## src/rtl/rtype_ctrl_pkg.sv

```systemverilog
// Shared definitions for the multicycle R-type controller.
// Contents: FSM state encodings, ALU operation codes, opcode and funct
// constants, and select encodings for pc_src and alu_src_b.
package rtype_ctrl_pkg;

  typedef enum logic [2:0] {
    ST_IDLE   = 3'd0,
    ST_FETCH  = 3'd1,
    ST_DECODE = 3'd2,
    ST_EXEC   = 3'd3,
    ST_WB     = 3'd4,
    ST_BRANCH = 3'd5,
    ST_HALT   = 3'd7
  } state_e;

  // ALU operation codes
  localparam logic [3:0] ALU_ADD = 4'b0010;
  localparam logic [3:0] ALU_SUB = 4'b0110;
  localparam logic [3:0] ALU_AND = 4'b0000;
  localparam logic [3:0] ALU_OR  = 4'b0001;
  localparam logic [3:0] ALU_SLT = 4'b0111;
  localparam logic [3:0] ALU_NOR = 4'b1100;

  // Opcodes
  localparam logic [5:0] OP_RTYPE = 6'b000000;
  localparam logic [5:0] OP_BEQ   = 6'b000100;

  // Funct fields
  localparam logic [5:0] FN_ADD = 6'b100000;
  localparam logic [5:0] FN_SUB = 6'b100010;
  localparam logic [5:0] FN_AND = 6'b100100;
  localparam logic [5:0] FN_OR  = 6'b100101;
  localparam logic [5:0] FN_SLT = 6'b101010;
  localparam logic [5:0] FN_NOR = 6'b100111;

  // pc_src selects
  localparam logic [1:0] PC_SRC_ALU = 2'b00;
  localparam logic [1:0] PC_SRC_BR  = 2'b01;

  // alu_src_b selects
  localparam logic [1:0] SRC_B_RT    = 2'b00;
  localparam logic [1:0] SRC_B_FOUR  = 2'b01;
  localparam logic [1:0] SRC_B_BROFF = 2'b11;

endpackage

```

## src/rtl/rtype_alu_decoder.sv

```systemverilog
// Combinational funct -> ALU control decoder.
// Ports:
//   funct   [5:0] in  : R-type funct field
//   alu_ctl [3:0] out : ALU operation code (ADD when funct is unsupported)
//   valid         out : 1 when funct is a supported operation
module rtype_alu_decoder
  import rtype_ctrl_pkg::*;
(
  input  logic [5:0] funct,
  output logic [3:0] alu_ctl,
  output logic       valid
);

  always_comb begin
    alu_ctl = ALU_ADD;
    valid   = 1'b1;
    case (funct)
      FN_ADD:  alu_ctl = ALU_ADD;
      FN_SUB:  alu_ctl = ALU_SUB;
      FN_AND:  alu_ctl = ALU_AND;
      FN_OR:   alu_ctl = ALU_OR;
      FN_SLT:  alu_ctl = ALU_SLT;
      FN_NOR:  alu_ctl = ALU_NOR;
      default: valid   = 1'b0;
    endcase
  end

endmodule

```

## src/rtl/rtype_mc_controller.sv

```systemverilog
// Multicycle control FSM for the R-type datapath: fetch, decode, execute,
// write-back, with BEQ and NOP support and a sticky HALT trap for
// undecodable instructions.
// Ports:
//   clk, reset (async, active-high)
//   run        : keep issuing instructions; 0 parks in IDLE at a boundary
//   instr[31:0]: instruction register from datapath
//   zf         : ALU zero flag
//   pc_write, pc_src[1:0], ir_write, reg_write, alu_src_a, alu_src_b[1:0],
//   alu_ctl[3:0] : datapath controls
//   illegal    : sticky trap flag (set while in HALT)
//   state[2:0] : current FSM state (debug)
// Optional: define RTYPE_CTRL_PERF_CNT_EN to add cycle_cnt[31:0] and
//   retired_cnt[31:0] performance counters.
module rtype_mc_controller
  import rtype_ctrl_pkg::*;
#(
  parameter logic [1:0] FETCH_PC_INC  = SRC_B_FOUR,
  parameter logic [1:0] BR_OFFSET_SEL = SRC_B_BROFF
) (
  input  logic        clk,
  input  logic        reset,
  input  logic        run,
  input  logic [31:0] instr,
  input  logic        zf,
  output logic        pc_write,
  output logic [1:0]  pc_src,
  output logic        ir_write,
  output logic        reg_write,
  output logic        alu_src_a,
  output logic [1:0]  alu_src_b,
  output logic [3:0]  alu_ctl,
  output logic        illegal,
  output logic [2:0]  state
`ifdef RTYPE_CTRL_PERF_CNT_EN
  ,
  output logic [31:0] cycle_cnt,
  output logic [31:0] retired_cnt
`endif
);

  state_e     state_q, state_d;
  logic [3:0] dec_ctl;
  logic       dec_valid;
  logic       is_nop;
  logic       retire;

  rtype_alu_decoder u_dec (
    .funct   (instr[5:0]),
    .alu_ctl (dec_ctl),
    .valid   (dec_valid)
  );

  assign is_nop = (instr == '0);

  always_ff @(posedge clk or posedge reset) begin
    if (reset) state_q <= ST_IDLE;
    else       state_q <= state_d;
  end

  always_comb begin
    state_d   = state_q;
    pc_write  = 1'b0;
    pc_src    = PC_SRC_ALU;
    ir_write  = 1'b0;
    reg_write = 1'b0;
    alu_src_a = 1'b0;
    alu_src_b = SRC_B_RT;
    alu_ctl   = ALU_ADD;
    case (state_q)
      ST_IDLE: begin
        if (run) state_d = ST_FETCH;
      end
      ST_FETCH: begin
        ir_write  = 1'b1;
        pc_write  = 1'b1;
        alu_src_b = FETCH_PC_INC;
        state_d   = ST_DECODE;
      end
      ST_DECODE: begin
        alu_src_b = BR_OFFSET_SEL;
        // NOP must be checked first: all-zero is opcode 0 with an invalid funct
        if (is_nop)                                 state_d = run ? ST_FETCH : ST_IDLE;
        else if (instr[31:26] == OP_RTYPE && dec_valid) state_d = ST_EXEC;
        else if (instr[31:26] == OP_BEQ)            state_d = ST_BRANCH;
        else                                        state_d = ST_HALT;
      end
      ST_EXEC: begin
        alu_src_a = 1'b1;
        alu_ctl   = dec_ctl;
        state_d   = ST_WB;
      end
      ST_WB: begin
        alu_src_a = 1'b1;
        alu_ctl   = dec_ctl;
        reg_write = 1'b1;
        state_d   = run ? ST_FETCH : ST_IDLE;
      end
      ST_BRANCH: begin
        alu_src_a = 1'b1;
        alu_ctl   = ALU_SUB;
        pc_write  = zf;
        pc_src    = PC_SRC_BR;
        state_d   = run ? ST_FETCH : ST_IDLE;
      end
      ST_HALT: state_d = ST_HALT;
      default: state_d = ST_IDLE;
    endcase
  end

  assign illegal = (state_q == ST_HALT);
  assign state   = state_q;
  assign retire  = (state_q == ST_WB) || (state_q == ST_BRANCH) ||
                   (state_q == ST_DECODE && is_nop);

`ifdef RTYPE_CTRL_PERF_CNT_EN
  logic [31:0] cycle_cnt_q, cycle_cnt_d;
  logic [31:0] retired_cnt_q, retired_cnt_d;

  always_comb begin
    cycle_cnt_d   = cycle_cnt_q;
    retired_cnt_d = retired_cnt_q;
    if (state_q != ST_IDLE && state_q != ST_HALT) cycle_cnt_d = cycle_cnt_q + 32'd1;
    if (retire) retired_cnt_d = retired_cnt_q + 32'd1;
  end

  always_ff @(posedge clk or posedge reset) begin
    if (reset) begin
      cycle_cnt_q   <= '0;
      retired_cnt_q <= '0;
    end else begin
      cycle_cnt_q   <= cycle_cnt_d;
      retired_cnt_q <= retired_cnt_d;
    end
  end

  assign cycle_cnt   = cycle_cnt_q;
  assign retired_cnt = retired_cnt_q;
`else
  logic unused_retire;
  assign unused_retire = retire;
`endif

endmodule

```

## config.mk

```make
export PLATFORM = sky130hd
export DESIGN_NAME = rtype_mc_controller
export DESIGN_NICKNAME = d
export VERILOG_FILES = /design/src/rtl/rtype_ctrl_pkg.sv /design/src/rtl/rtype_alu_decoder.sv /design/src/rtl/rtype_mc_controller.sv
export SDC_FILE = /design/constraint.sdc
export NUM_CORES = 1
export LEC_CHECK = 0
export CAP_MARGIN = 20
export CORE_MARGIN = 3
export CORE_UTILIZATION = 26
export CTS_CLUSTER_SIZE = 12
export DETAILED_ROUTE_END_ITERATION = 7
export PLACE_DENSITY = 0.79
export SLEW_MARGIN = 40
export SYNTH_ARGS = -nofsm -noshare
export SYNTH_HDL_FRONTEND = slang
export SYNTH_SLANG_ARGS = --single-unit
```

## constraint.sdc

```tcl
create_clock -name clk -period 1.9 [get_ports clk]
set_clock_uncertainty 0.2 [all_clocks]
set_input_delay 0.285 -clock clk [delete_from_list [all_inputs] [get_ports clk]]
set_output_delay 0.285 -clock clk [all_outputs]
set_load 0.01 [all_outputs]
```

Yosys cells after proc, flatten, opt, wreduce, memory -nomap -nowiden
Index checks and enable logic that the tools add are counted.
{"block": "word_totals", "in_bits": 36, "romBits": 0, "memories": 0, "register_bits": 3, "latchBits": 0, "mem_bits_rw": 0}
{"block": "classes", "order_cmp": 0, "div": 0, "bitwise_logic": 0, "eq_ne": 14, "n_addsub": 0, "n_shift": 0, "reduce_logical": 8, "muxes": 15, "n_mul": 0}
{"op": "$eq 6x6->1 const B", "count": 6}
{"op": "$logic_not 32->1", "count": 1}
{"op": "$pmux 4 s5", "count": 1}
{"op": "$pmux 3 s6", "count": 1}
{"op": "$eq 3x3->1 const B", "count": 3}
{"op": "$mux 3", "count": 3}
{"op": "$pmux 4 s2", "count": 1}
{"op": "$eq 3x2->1 const B", "count": 2}
{"op": "$eq 6x3->1 const B", "count": 1}
{"op": "$logic_not 6->1", "count": 1}
{"op": "$mux 1", "count": 6}
{"op": "$reduce_or 6->1", "count": 1}
{"op": "$pmux 2 s2", "count": 1}
{"op": "$reduce_or 2->1", "count": 2}
{"op": "$eq 3x1->1 const B", "count": 1}
{"op": "$logic_not 3->1", "count": 1}
{"op": "$reduce_or 3->1", "count": 1}
{"op": "$mux 2", "count": 1}
{"op": "$ne 2x2->1 const B", "count": 1}
{"op": "$pmux 1 s2", "count": 1}
{"op": "$logic_and 1x1->1", "count": 1}

Depth between registers and ports, before layout
Gate-level depths: netlist of run 1.
{"block": "logic_depth", "ltp_word": 7, "ltp_mapped": 5, "ltp_nobuf": 4}

By module
A second synthesis of run 1 with hierarchy kept.
{"block": "unflattened", "hier_cells": 65, "area_unflattened_um2": 485.5}
{"module": "rtype_mc_controller", "area_per_inst_um2": 370.4, "cells_per_inst": 51, "instances": 1}
{"module": "rtype_alu_decoder", "area_per_inst_um2": 115.1, "cells_per_inst": 14, "instances": 1}

Worst setup path before layout of run 1
Ideal clock, no wire load.
{"block": "synth_path", "kind": "reg-to-output", "startpoint": "register state_q[1] (netlist: state[1])", "endpoint": "output port alu_ctl[0]", "arrival_time_ns": 1.281, "path_slack_ns": 0.134, "stages_incl_launch_ff": 4, "path_buffers": 0, "required_time_ns": 1.415, "cell_sequence": "dfrtp_1 or3b_1 a21boi_2 nor2b_1"}
{"block": "synth_via", "elab_chain_cells": 3, "word_cells_on_any_way": 5}
{"element": "from (decl)", "line": "rtype_mc_controller.sv:42", "text": "state_e state_q, state_d;"}
{"element": "from (signal assigned)", "line": "rtype_mc_controller.sv:58", "text": "else state_q <= state_d;"}
{"element": "$eq 3x3->1 / $eq 3x2->1 (equally long branches)", "line": "rtype_mc_controller.sv:70", "text": "case (state_q)"}
{"element": "$reduce_or 2->1 (no line)"}
{"element": "$pmux 4 s2 *", "line": "rtype_mc_controller.sv:70"}
{"element": "to (decl)", "line": "rtype_mc_controller.sv:32", "text": "output logic [3:0] alu_ctl,"}
Mark *: on every way between the ends. The rest lies on a longest branch, timed or not.

Final worst setup path of run 1
{"block": "layout_path", "startpoint": "register state_q[2] (netlist: state[2])", "endpoint": "output port alu_ctl[2]"}
The elaborated chain is that of the path after synthesis.

==> results of run 1 <==
cells in the final DEF (no fill, tap or decap):
cell,n
nor2b_1,1
buf_4,15
or4_4,1
or3b_4,2
o221a_1,1
nand2_2,2
mux2_2,1
nand2_1,3
nand2b_1,3
a21boi_4,1
clkbuf_2,1
nor3_2,1
dlygate4sd2_1,4
or2_1,1
o22a_1,1
buf_2,7
nor2_1,9
and2b_2,1
a21oi_1,1
conb_1,1
a31o_2,1
buf_6,4
nand3_1,1
a21o_1,1
or2b_2,1
nand4b_1,1
a31oi_1,2
nand3b_1,2
clkdlybuf4s50_1,37
nor4_1,6
o21ai_0,4
clkbuf_4,3
nand4_1,1
dfrtp_1,3
o21ai_1,1
clkbuf_1,1
o2bb2ai_1,1
inv_1,6
layout make-up:
| type | instances | area, µm² |
|---|---|---|
| fillers | 140 | 468 |
| well taps | 16 | 20.0 |
| flip-flops and latches | 3 | 75.1 |
| inverters | 6 | 22.5 |
| clock buffers | 4 | 26.3 |
| multi-input cells | 52 | 344 |
| repair buffers | 68 | 603 |
worst max-delay path: stages, from the launching register on:
cell	delay (ns)
dfrtp_1	0.39
buf_6	0.13
nand3b_1	0.22
a21boi_4	0.23
buf_4	0.13
a31o_2	0.15
buf_6	0.09
per-stage QoR:
step | instance area [µm²] | cells | power, mW
4_1_cts | 1080 | 148 | 1.07
2_1_floorplan | 442 | 63 | 0.464
5_1_grt | 1090 | 149 | 1.17
6_report | 1090 | 149 | 1.09
3_3_place_gp | 1060 | 142 | 0.962
3_5_place_dp | 1060 | 142 | 0.979
final timing paths:
path | endpoint | slack, ns | cells past startpoint
hold / removal | state[2] | 0.009 | 2
max in group asynchronous | state[1] | 1.37 | 2
setup reg to reg | state[1] | 0.18 | 6
min in group clk | state[1] | 0.41 | 5
hold reg to reg | state[2] | 0.46 | 2
setup / recovery | alu_ctl[2] | -0.16 | 6
report_power, final:
| part | leakage (nW) | internal [mW] | switching, mW |
|---|---|---|---|
| clock | 0.0150 | 0.0788 | 0.0350 |
| combinational | 0.454 | 0.503 | 0.357 |
| sequential | 0.0364 | 0.0978 | 0.0214 |
| total | 0.506 | 0.679 | 0.413 |
routing by layer:
metal / global-route usage [%] / part of all wire (%) / vias up
li1: - / - / 367
met1: 18.2 / 39 / 310
met2: 31.4 / 51 / 35
met3: 1.92 / 9.5 / 2
met4: 3.31 / 0.81 / 0
met5: 0 / 0 / -
kinds of logic (layout without fill, tap and decap cells):
| kind of cell | Yosys count | in the layout | share of synthesized area (%) |
|---|---|---|---|
| muxes | 1 | 1 | 2.55 |
| other | 1 | 1 | 0.849 |
| buffers and inverters | 8 | 78 | 8.50 |
| AOI/OAI and AO/OA | 14 | 14 | 22.4 |
| and+or+nand+nor | 36 | 36 | 48.7 |
| DFF | 3 | 3 | 17.0 |
repair_timing:
action | 4_1_cts | 5_1_grt
pin swaps | 3 | 3
gates cloned | 0 | 0
hold endpoints to repair | 0 | 0
gates resized for setup | 42 | 5
buffers inserted | 2 | 1
endpoints found under the setup margin | 12 | 4
==> impl_results.md, run 1 <==
- Status: finished with violations
- Failing checks: setup timing
- Tmin final: 2.06 ns
- Final ANT Viol Nets: 0
- Post-detail-place hpwl: 1480 µm
- Hold_buf cts: 0
- EDFF count, synth: 0
- Clk buf depth: 2
- Final setup viols: 6
- Hold_ws: 0.00858 ns
- Tot GR Track Use: 16.0%
- Leak: 0.506 nW
- Remaining DRCs: 0
- Period utilisation layout: 108%
- Syn nets: 99
- Synth Flop Type: dfrtp_1
- Synth area leaders: dfrtp_1, nor4_1, nor2_1
- Mapped cell area: 442 µm²
- Vias per cell: 4.79
- Ys Warns: 0
- Critical Path RT: 1.41 ns
- Setup crit end kind: primary output
- Die Height: 47.2 µm
- Clock root cell: clkbuf_4
- Netlist cell types: 31
- H-Tree Depth: 1
- Vias: 714
- CTS Sinks: 3
- Fin util: 70.0%
- Syn_area_per_cell: 7.01 µm²
- Setup_tns: -0.508 ns
- Routability cong.: 0.763
- Synth Register Bits: 3
- WL per Instance: 11.5 µm
- Most frequent cell after synthesis: nor2_1
- Vias in the first global route: 682
- Max Cap Violations: 0
- Final worst slack: -0.160 ns
- WS Path Type: register to primary output
- Pwr Density: 1000 nW/µm²
- Area share of the largest cell type after synthesis: 17.0%
- Max FFs per register: 3
- Die X: 47.2 µm
- DRT iter0 DRCs: 6
- Initial Utilization: 28.3%
- First-pass GRT wire length: 2660 µm
- HP Class: input port to async pin
- Worst Path Max Fanout: 4
- Dpl ws: -0.433 ns
- IR Drop Worst-Case VDD: 0.834 mV
- IO Port Bufs: 50
- Fmax: 485 MHz
- Worst setup SP type: register
- Largest net degree at the start of global routing: 10
- Ports: 52
- Synth Instances: 63
- Worst skew pair latency: 0.24 ns
- Area Overhead vs Synth: 147%
- Grt ovf: 0
- Reg clk slew, reported paths: 0.04 ns
- Seq/Total Area, Yosys: 17.0%
- Ant diodes: 0
- Nets: 170
- CTS tree: done
- Core area: 1560 µm²
- Final wirelength: 1720 µm
- Yosys top cell by area: dfrtp_1
- Total CTS buffers: 3
- R2R Path Start: state[2]
- Final Hold Viols: 0
- Critical Path Source: state[2]
- RSZ-0062 raised after global routing: true
- Top cells by count, synth: nor2_1, inv_1, nor4_1
- Row Count: 14
- Antenna violations before repair: 0
- Share of post-route cells with drive strength above 1: 30.8%
- Critical path data arrival time: 1.57 ns
- Fin. max-slew vios: 0
- FFs w/ async S/R, synth: 100%
- Die area: 2230 µm²
- 1st-pass router iterations: 4
Note: power is estimated with default switching activity, not from simulation.
==> run 2, diff against run 1 <==
ABC_CLOCK_PERIOD_IN_PS = 1900   (was unset)
==> results of run 2 <==
Same layout as run 1: the final DEF is identical, and so are final timing and power.
